**src/rtl/prf_free_list_mp_if.sv**
```systemverilog
// prf_free_list_mp_if
//   Handshake bundle between the rename/retire logic and the multi-port
//   physical-register free list.
//   master : rename/ROB side (drives requests, releases, commits, flush)
//   slave  : free list side (drives ids, grant, free_count, fl_error)
//   Signals:
//     alloc_req    per-lane allocation request
//     alloc_prf_id per-lane allocated id, lane i at [i*PRF_WIDTH +: PRF_WIDTH]
//     alloc_grant  all requested lanes served this cycle
//     commit_cnt   number of allocated ids retired this cycle
//     rel_valid    per-lane release valid
//     rel_prf_id   per-lane released T_old id
//     flush        recovery: restore speculative head from commit head
//     free_count   free entries (speculative view)
//     fl_error     sticky overflow/underflow/commit error
interface prf_free_list_mp_if #(
  parameter int PRF_NUM     = 64,
  parameter int PRF_WIDTH   = 6,
  parameter int ARF_NUM     = 32,
  parameter int ALLOC_PORTS = 2,
  parameter int REL_PORTS   = 2
);
  localparam int PW = $clog2(PRF_NUM - ARF_NUM) + 1;
  localparam int CW = $clog2(ALLOC_PORTS + 1);

  logic [ALLOC_PORTS-1:0]           alloc_req;
  logic [ALLOC_PORTS*PRF_WIDTH-1:0] alloc_prf_id;
  logic                             alloc_grant;
  logic [CW-1:0]                    commit_cnt;
  logic [REL_PORTS-1:0]             rel_valid;
  logic [REL_PORTS*PRF_WIDTH-1:0]   rel_prf_id;
  logic                             flush;
  logic [PW-1:0]                    free_count;
  logic                             fl_error;

  modport master (
    output alloc_req, commit_cnt, rel_valid, rel_prf_id, flush,
    input  alloc_prf_id, alloc_grant, free_count, fl_error
  );

  modport slave (
    input  alloc_req, commit_cnt, rel_valid, rel_prf_id, flush,
    output alloc_prf_id, alloc_grant, free_count, fl_error
  );
endinterface

```
**src/rtl/prf_free_list_mp.sv**
```systemverilog
// prf_free_list_mp
//   Multi-port physical-register free list for a superscalar rename stage.
//   A circular list of free PRF ids with three pointers:
//     head        speculative allocation pointer
//     commit_head architectural allocation pointer (advanced by commits)
//     tail        release pointer (T_old ids written here)
//   A flush rewinds head to commit_head in one cycle; list contents between
//   commit_head and the old head are still intact, so those ids are free again.
//   Ports:
//     clk   clock
//     reset asynchronous active-high reset
//     fl    prf_free_list_mp_if.slave bundle (see interface header)
module prf_free_list_mp #(
  parameter int PRF_NUM     = 64,
  parameter int PRF_WIDTH   = 6,
  parameter int ARF_NUM     = 32,
  parameter int ALLOC_PORTS = 2,
  parameter int REL_PORTS   = 2
) (
  input logic               clk,
  input logic               reset,
  prf_free_list_mp_if.slave fl
);
  localparam int DEPTH = PRF_NUM - ARF_NUM;
  localparam int AW    = $clog2(DEPTH);
  localparam int PW    = AW + 1;
  localparam int AC_W  = $clog2(ALLOC_PORTS + 1);
  localparam int RC_W  = $clog2(REL_PORTS + 1);

  logic [PRF_WIDTH-1:0] fl_mem [DEPTH];

  logic [PW-1:0] head_reg, head_next;
  logic [PW-1:0] commit_head_reg, commit_head_next;
  logic [PW-1:0] tail_reg, tail_next;
  logic          fl_error_reg, fl_error_next;

  logic [PW-1:0] free_count;
  logic          grant;

  // Prefix counts: number of active lanes strictly below each lane, which
  // compacts requests/releases onto consecutive list slots.
  logic [AC_W-1:0] alloc_pre [ALLOC_PORTS];
  logic [AC_W-1:0] alloc_cnt;
  logic [RC_W-1:0] rel_pre [REL_PORTS];
  logic [RC_W-1:0] rel_cnt;

  logic [AW-1:0] rd_idx [ALLOC_PORTS];
  logic [AW-1:0] wr_idx [REL_PORTS];

  logic [ALLOC_PORTS*PRF_WIDTH-1:0] alloc_ids;

  always_comb begin
    alloc_cnt = '0;
    for (int i = 0; i < ALLOC_PORTS; i++) begin
      alloc_pre[i] = alloc_cnt;
      alloc_cnt    = alloc_cnt + AC_W'(fl.alloc_req[i]);
    end
  end

  always_comb begin
    rel_cnt = '0;
    for (int r = 0; r < REL_PORTS; r++) begin
      rel_pre[r] = rel_cnt;
      rel_cnt    = rel_cnt + RC_W'(fl.rel_valid[r]);
    end
  end

  // Index arithmetic is done at array width so it wraps naturally.
  for (genvar gi = 0; gi < ALLOC_PORTS; gi++) begin : g_rd
    assign rd_idx[gi] = head_reg[AW-1:0] + AW'(alloc_pre[gi]);
  end

  for (genvar gi = 0; gi < REL_PORTS; gi++) begin : g_wr
    assign wr_idx[gi] = tail_reg[AW-1:0] + AW'(rel_pre[gi]);
  end

  always_comb begin
    alloc_ids = '0;
    for (int i = 0; i < ALLOC_PORTS; i++) begin
      if (fl.alloc_req[i]) begin
        alloc_ids[i*PRF_WIDTH +: PRF_WIDTH] = fl_mem[rd_idx[i]];
      end
    end
  end

  assign free_count = tail_reg - head_reg;

  // Grant sees free_count before this cycle's releases: no release bypass.
  assign grant = ~fl.flush & ((alloc_cnt == '0) | (free_count >= PW'(alloc_cnt)));

  assign fl.alloc_prf_id = alloc_ids;
  assign fl.alloc_grant  = grant;
  assign fl.free_count   = free_count;
  assign fl.fl_error     = fl_error_reg;

  // Error terms
  logic [PW:0]   free_plus_rel;
  logic [PW-1:0] in_flight;
  logic [PW-1:0] span_next;
  logic          overflow_err;
  logic          commit_err;
  logic          wrap_err;

  always_comb begin
    commit_head_next = commit_head_reg + PW'(fl.commit_cnt);
    tail_next        = tail_reg + PW'(rel_cnt);
    head_next        = head_reg;
    if (fl.flush) begin
      // Same-cycle commits are honoured by rewinding to the updated commit head.
      head_next = commit_head_next;
    end else if (grant) begin
      head_next = head_reg + PW'(alloc_cnt);
    end

    free_plus_rel = {1'b0, free_count} + (PW+1)'(rel_cnt);
    overflow_err  = free_plus_rel > (PW+1)'(DEPTH);

    // Ids allocated but not yet committed; committing more than that means
    // committing an id that was never handed out.
    in_flight  = head_reg - commit_head_reg;
    commit_err = PW'(fl.commit_cnt) > in_flight;

    // Tail may never lap the recoverable region starting at commit_head.
    span_next = tail_next - commit_head_next;
    wrap_err  = span_next > PW'(DEPTH);

    fl_error_next = fl_error_reg | overflow_err | commit_err | wrap_err;
  end

  always_ff @(posedge clk or posedge reset) begin
    if (reset) begin
      head_reg        <= '0;
      commit_head_reg <= '0;
      tail_reg        <= PW'(DEPTH);
      fl_error_reg    <= 1'b0;
    end else begin
      head_reg        <= head_next;
      commit_head_reg <= commit_head_next;
      tail_reg        <= tail_next;
      fl_error_reg    <= fl_error_next;
    end
  end

  // List contents need a reset image (ids ARF_NUM..PRF_NUM-1), so this is
  // register storage rather than block RAM; reads are combinational.
  always_ff @(posedge clk or posedge reset) begin
    if (reset) begin
      for (int j = 0; j < DEPTH; j++) begin
        fl_mem[j] <= PRF_WIDTH'(ARF_NUM + j);
      end
    end else begin
      for (int r = 0; r < REL_PORTS; r++) begin
        if (fl.rel_valid[r]) begin
          fl_mem[wr_idx[r]] <= fl.rel_prf_id[r*PRF_WIDTH +: PRF_WIDTH];
        end
      end
    end
  end
endmodule

```
**src/flat_wrapper.sv**
```systemverilog
// flat-port wrapper written by rule: the top's interface ports become plain ports
module prf_free_list_mp_flat 
#(
  parameter int PRF_NUM     = 64,
  parameter int PRF_WIDTH   = 6,
  parameter int ARF_NUM     = 32,
  parameter int ALLOC_PORTS = 2,
  parameter int REL_PORTS   = 2
)
  (clk, reset, fl_alloc_req, fl_commit_cnt, fl_rel_valid, fl_rel_prf_id, fl_flush, fl_alloc_prf_id, fl_alloc_grant, fl_free_count, fl_fl_error);
  prf_free_list_mp_if #(.PRF_NUM(PRF_NUM), .PRF_WIDTH(PRF_WIDTH), .ARF_NUM(ARF_NUM), .ALLOC_PORTS(ALLOC_PORTS), .REL_PORTS(REL_PORTS)) fl_i ();
  input logic clk;
  input logic reset;
  input wire logic [$bits(fl_i.alloc_req)-1:0] fl_alloc_req;
  input wire logic [$bits(fl_i.commit_cnt)-1:0] fl_commit_cnt;
  input wire logic [$bits(fl_i.rel_valid)-1:0] fl_rel_valid;
  input wire logic [$bits(fl_i.rel_prf_id)-1:0] fl_rel_prf_id;
  input wire logic [$bits(fl_i.flush)-1:0] fl_flush;
  output wire logic [$bits(fl_i.alloc_prf_id)-1:0] fl_alloc_prf_id;
  output wire logic [$bits(fl_i.alloc_grant)-1:0] fl_alloc_grant;
  output wire logic [$bits(fl_i.free_count)-1:0] fl_free_count;
  output wire logic [$bits(fl_i.fl_error)-1:0] fl_fl_error;
  assign fl_i.alloc_req = fl_alloc_req;
  assign fl_i.commit_cnt = fl_commit_cnt;
  assign fl_i.rel_valid = fl_rel_valid;
  assign fl_i.rel_prf_id = fl_rel_prf_id;
  assign fl_i.flush = fl_flush;
  assign fl_alloc_prf_id = fl_i.alloc_prf_id;
  assign fl_alloc_grant = fl_i.alloc_grant;
  assign fl_free_count = fl_i.free_count;
  assign fl_fl_error = fl_i.fl_error;
  prf_free_list_mp #(.PRF_NUM(PRF_NUM), .PRF_WIDTH(PRF_WIDTH), .ARF_NUM(ARF_NUM), .ALLOC_PORTS(ALLOC_PORTS), .REL_PORTS(REL_PORTS)) u_core (.clk(clk), .reset(reset), .fl(fl_i));
endmodule
```
**config.mk**
```make
export PLATFORM = sky130hd
export DESIGN_NAME = prf_free_list_mp_flat
export DESIGN_NICKNAME = d
export VERILOG_FILES = /design/src/rtl/prf_free_list_mp_if.sv /design/src/rtl/prf_free_list_mp.sv /design/src/flat_wrapper.sv
export SDC_FILE = /design/constraint.sdc
export NUM_CORES = 1
export LEC_CHECK = 0
export ABC_AREA = 1
export CORE_AREA = 3 3 206 208
export CTS_CLUSTER_DIAMETER = 30
export DETAILED_ROUTE_END_ITERATION = 8
export DIE_AREA = 0 0 209 211
export PLACE_DENSITY_LB_ADDON = 0.12
export SETUP_SLACK_MARGIN = 0.3
export SLEW_MARGIN = 20
export SYNTH_ARGS = -nofsm -noshare
export SYNTH_HDL_FRONTEND = slang
export SYNTH_SLANG_ARGS = --single-unit
export TNS_END_PERCENT = 1
```
**constraint.sdc**
```tcl
create_clock -name clk -period 22.2 [get_ports clk]
set_clock_uncertainty 0.05 [all_clocks]
set_input_delay 4.44 -clock clk [delete_from_list [all_inputs] [get_ports clk]]
set_output_delay 4.44 -clock clk [all_outputs]
set_load 0.005 [all_outputs]
```
==> flow_metrics.env <==
export IMPL_synth_edf_count=0
export IMPL_cts_resized_gates=0
export IMPL_p_per_area_nw_per_um2=195
export IMPL_rows=74
export IMPL_drt_iter0_drc=1579
export IMPL_crit_path_max_incr_delay_ns=0.79
export IMPL_arrival_ns=8.42
export IMPL_antenna_found_initial=0
export IMPL_numPortBuffers=40
export IMPL_crit_fanout=58
export IMPL_synth_cell_types=30
export IMPL_grtUsageMet3_pct=4.87
export IMPL_synth_top_area_share_pct=19.7
export IMPL_critPathBufInv=3
export IMPL_rsz0062_at_grt="false"
export IMPL_worstSkewPairLatency_ns=0.57
export IMPL_setup_tns_final_ns=0
export IMPL_max_freq_ghz=0.0775
export IMPL_drive_gt1_share_pct=12.8
export IMPL_drt_pass1_iterations=5
export IMPL_largest_register_ff_count=192
export IMPL_syn_area_um2=15100
export IMPL_maxCapViolCount=0
export IMPL_grt_overflow_total=0
export IMPL_core_area_um2=40700
export IMPL_place_inst=2668
export IMPL_slew_headroom_pct=24.1
export IMPL_ios=41
export IMPL_run_status="finished, final reports clean"
export IMPL_placed_cell_area_um2=15700
export IMPL_cts_clk_slew_worst_paths_ns=0.04
export IMPL_synth_cells=2238
export IMPL_worst_ir_drop_vdd_mv=0.0738
export IMPL_cp_required_ns=17.71
export IMPL_grt_max_degree=99
export IMPL_vias=15599
export IMPL_worstSetupPathType="primary input to output port"
export IMPL_cts_sinks=211
export IMPL_critical_path_top_delay_family="buffers and inverters"
export IMPL_worstPathCellList="clkdlybuf4s50_1 -> ha_2 -> ha_2 -> buf_4 -> a21oi_1 -> o21ai_0 -> nand3_1 -> nand3_1 -> nand3_1 -> a21oi_1 -> clkdlybuf4s50_1"
export IMPL_r2r_worst_path_cells=13
export IMPL_min_period_ns=12.91
export IMPL_final_max_slew_viol_count=0
export IMPL_critPathSlowestCell="ha_2"
export IMPL_min_path_type="flip-flop to flip-flop"
export IMPL_drc=0
export IMPL_fin_crit_sh_pct=58.1
export IMPL_fp_dieArea_um2=44100
export IMPL_max_slew_worst_pin_slew_ns=1.13
export IMPL_critPathLaunch="fl_alloc_req[0]"
export IMPL_ys_seq_area_share_pct=36.0
export IMPL_cp_depth=11
export IMPL_hold_violations=0
export IMPL_avgSynthCellArea_um2=6.73
export IMPL_use_met1_pct=35.1
export IMPL_grt_pass1_wl_um=92400
export IMPL_finalSetupViolations=0
export IMPL_grtUsageMet2_pct=44.6
export IMPL_vias_per_cell=5.59
export IMPL_regToRegSetupSlack_ns=18.28
export IMPL_start_util_pct=37.0
export IMPL_async_flop_share_pct=100
export IMPL_cts_buffer_depth=3
export IMPL_cp_start_kind="primary input"
export IMPL_die_w_um=209
export IMPL_drt_wl_total_um=60600
export IMPL_cp_end_kind="output port"
export IMPL_critPathCapture="fl_alloc_prf_id[7]"
export IMPL_leakage_nw=7.76
export IMPL_timing_rr_start="u_core.head_reg[2]"
export IMPL_dp_hpwl_um=39400
export IMPL_diodes=0
export IMPL_hold_worst_slack_ns=0.488
export IMPL_routabilityCongestion=0.978
export IMPL_antenna_left=0
export IMPL_synth_commonest_cells="nand2_1, o21ai_0, nand3_1"
export IMPL_synth_nets=2300
export IMPL_fin_area_um2=18100
export IMPL_layout_nets=2268
export IMPL_synth_area_top_cells="dfstp_2, dfrtp_1, nand2_1"
export IMPL_track_usage_pct=27.4
export IMPL_grt_pass1_vias=14766
export IMPL_area_delta_synth_final_pct=19.9
export IMPL_ctsRootBufferMaster="clkbuf_16"
export IMPL_yosys_warnings=0
export IMPL_hold_buffers=0
export IMPL_htreeDepth=3
export IMPL_synth_seq_cells=211
export IMPL_top_register="u_core.fl_mem"
export IMPL_drt_wirelength_per_cell_um=21.7
export IMPL_busiest_layer="met2"
export IMPL_yosysTopAreaCell="dfstp_2"
export IMPL_post_cts_setup_buffers=0
export IMPL_final_cells=2793
export IMPL_yosysMostFrequentCell="nand2_1"
export IMPL_cts_tree="built"
export IMPL_die_h_um=211
export IMPL_rr_endpoint="u_core.head_reg[0]"
export IMPL_crit_top_cell="nand3_1"
export IMPL_cts_buffers=68
export IMPL_synth_flop_cell="dfstp_2"
-- cell usage in the layout (no fill, tap or decap), drive strengths merged --
cell,instances
nand2,646
o21ai,527
inv,173
nand3,167
dfstp,113
a21oi,109
clkbuf,102
dfrtp,98
nor2,61
o211ai,57
clkdlybuf4s50,40
ha,34
buf,31
nor3,23
xor2,13
clkinv,12
nand4,10
a31oi,10
bufinv,8
fa,7
nand3b,6
o22ai,6
xnor2,5
or2,2
clkinvlp,1
-- logic make-up (layout without fill, tap and decap cells) --
logic type                 count (synthesis)  after routing  share of synthesized area, %
AOI/OAI and AO/OA                        709            709                          24.6
xor gates and xnor gates                  18             18                          1.42
adders and majority gates                 41             41                          3.75
buffers and inverters                    344            367                          8.97
DFF                                      211            211                          36.0
and+or+nand+nor                          915            915                          25.2
-- metrics by stage --
stage	utilization (%)	power, mW	setup slack (ns)
6_report	44.3	3.52	9.29
3_5_place_dp	38.6	2.51	9.41
2_1_floorplan	-	1.95	11.75
5_1_grt	44.3	3.79	9.13
4_1_cts	44.3	3.51	9.40
3_3_place_gp	38.6	2.48	9.44
-- power by group --
group,leakage [nW],internal (mW),switching (mW)
Combinational,4.20,0.599,1.10
Sequential,2.40,0.633,0.203
Clock,1.16,0.711,0.274
-- layout make-up --
cell class              count  area (µm²)
fillers                  4181       22700
multi-input cells        1683        8330
flip-flops and latches    211        5430
clock buffers             102        2010
well taps                 532         666
inverters                 171         649
repair buffers             71         633
clock inverters            23         352
-- metal layers --
metal / up-vias / wire length, µm
met5: - / 0
met4: 0 / 3180
met3: 148 / 4480
met2: 659 / 28000
met1: 7335 / 24900
li1: 7457 / -
-- worst reg2reg max path, cell delays in order, from the launching register on --
cell and delay [ns]:
dfrtp_1 1.03, inv_1 0.70, ha_1 0.60, nand2_1 0.10, nor2_1 0.12, nand2_1 0.07, nand3_1 0.07, nand2_1 0.05
nand2_1 0.11, inv_1 0.08, nor2_1 0.22, nand2_1 0.29, nand2_1 0.15, o21ai_0 0.11
-- worst min-delay path by stage --
stage                             from            endpoint  slack, ns  depth (start not counted)
CTS                 u_core.fl_mem[101]  u_core.fl_mem[101]       0.50                          2
finish              u_core.fl_mem[101]  u_core.fl_mem[101]       0.49                          2
global route         u_core.fl_mem[97]   u_core.fl_mem[97]       0.50                          2
detailed placement  u_core.fl_mem[101]  u_core.fl_mem[101]       0.49                          2
global placement    u_core.tail_reg[5]  u_core.tail_reg[5]       0.48                          2
floorplan           u_core.tail_reg[5]  u_core.tail_reg[5]       0.43                          2
No activity file was read; power rests on OpenSTA's default activity.
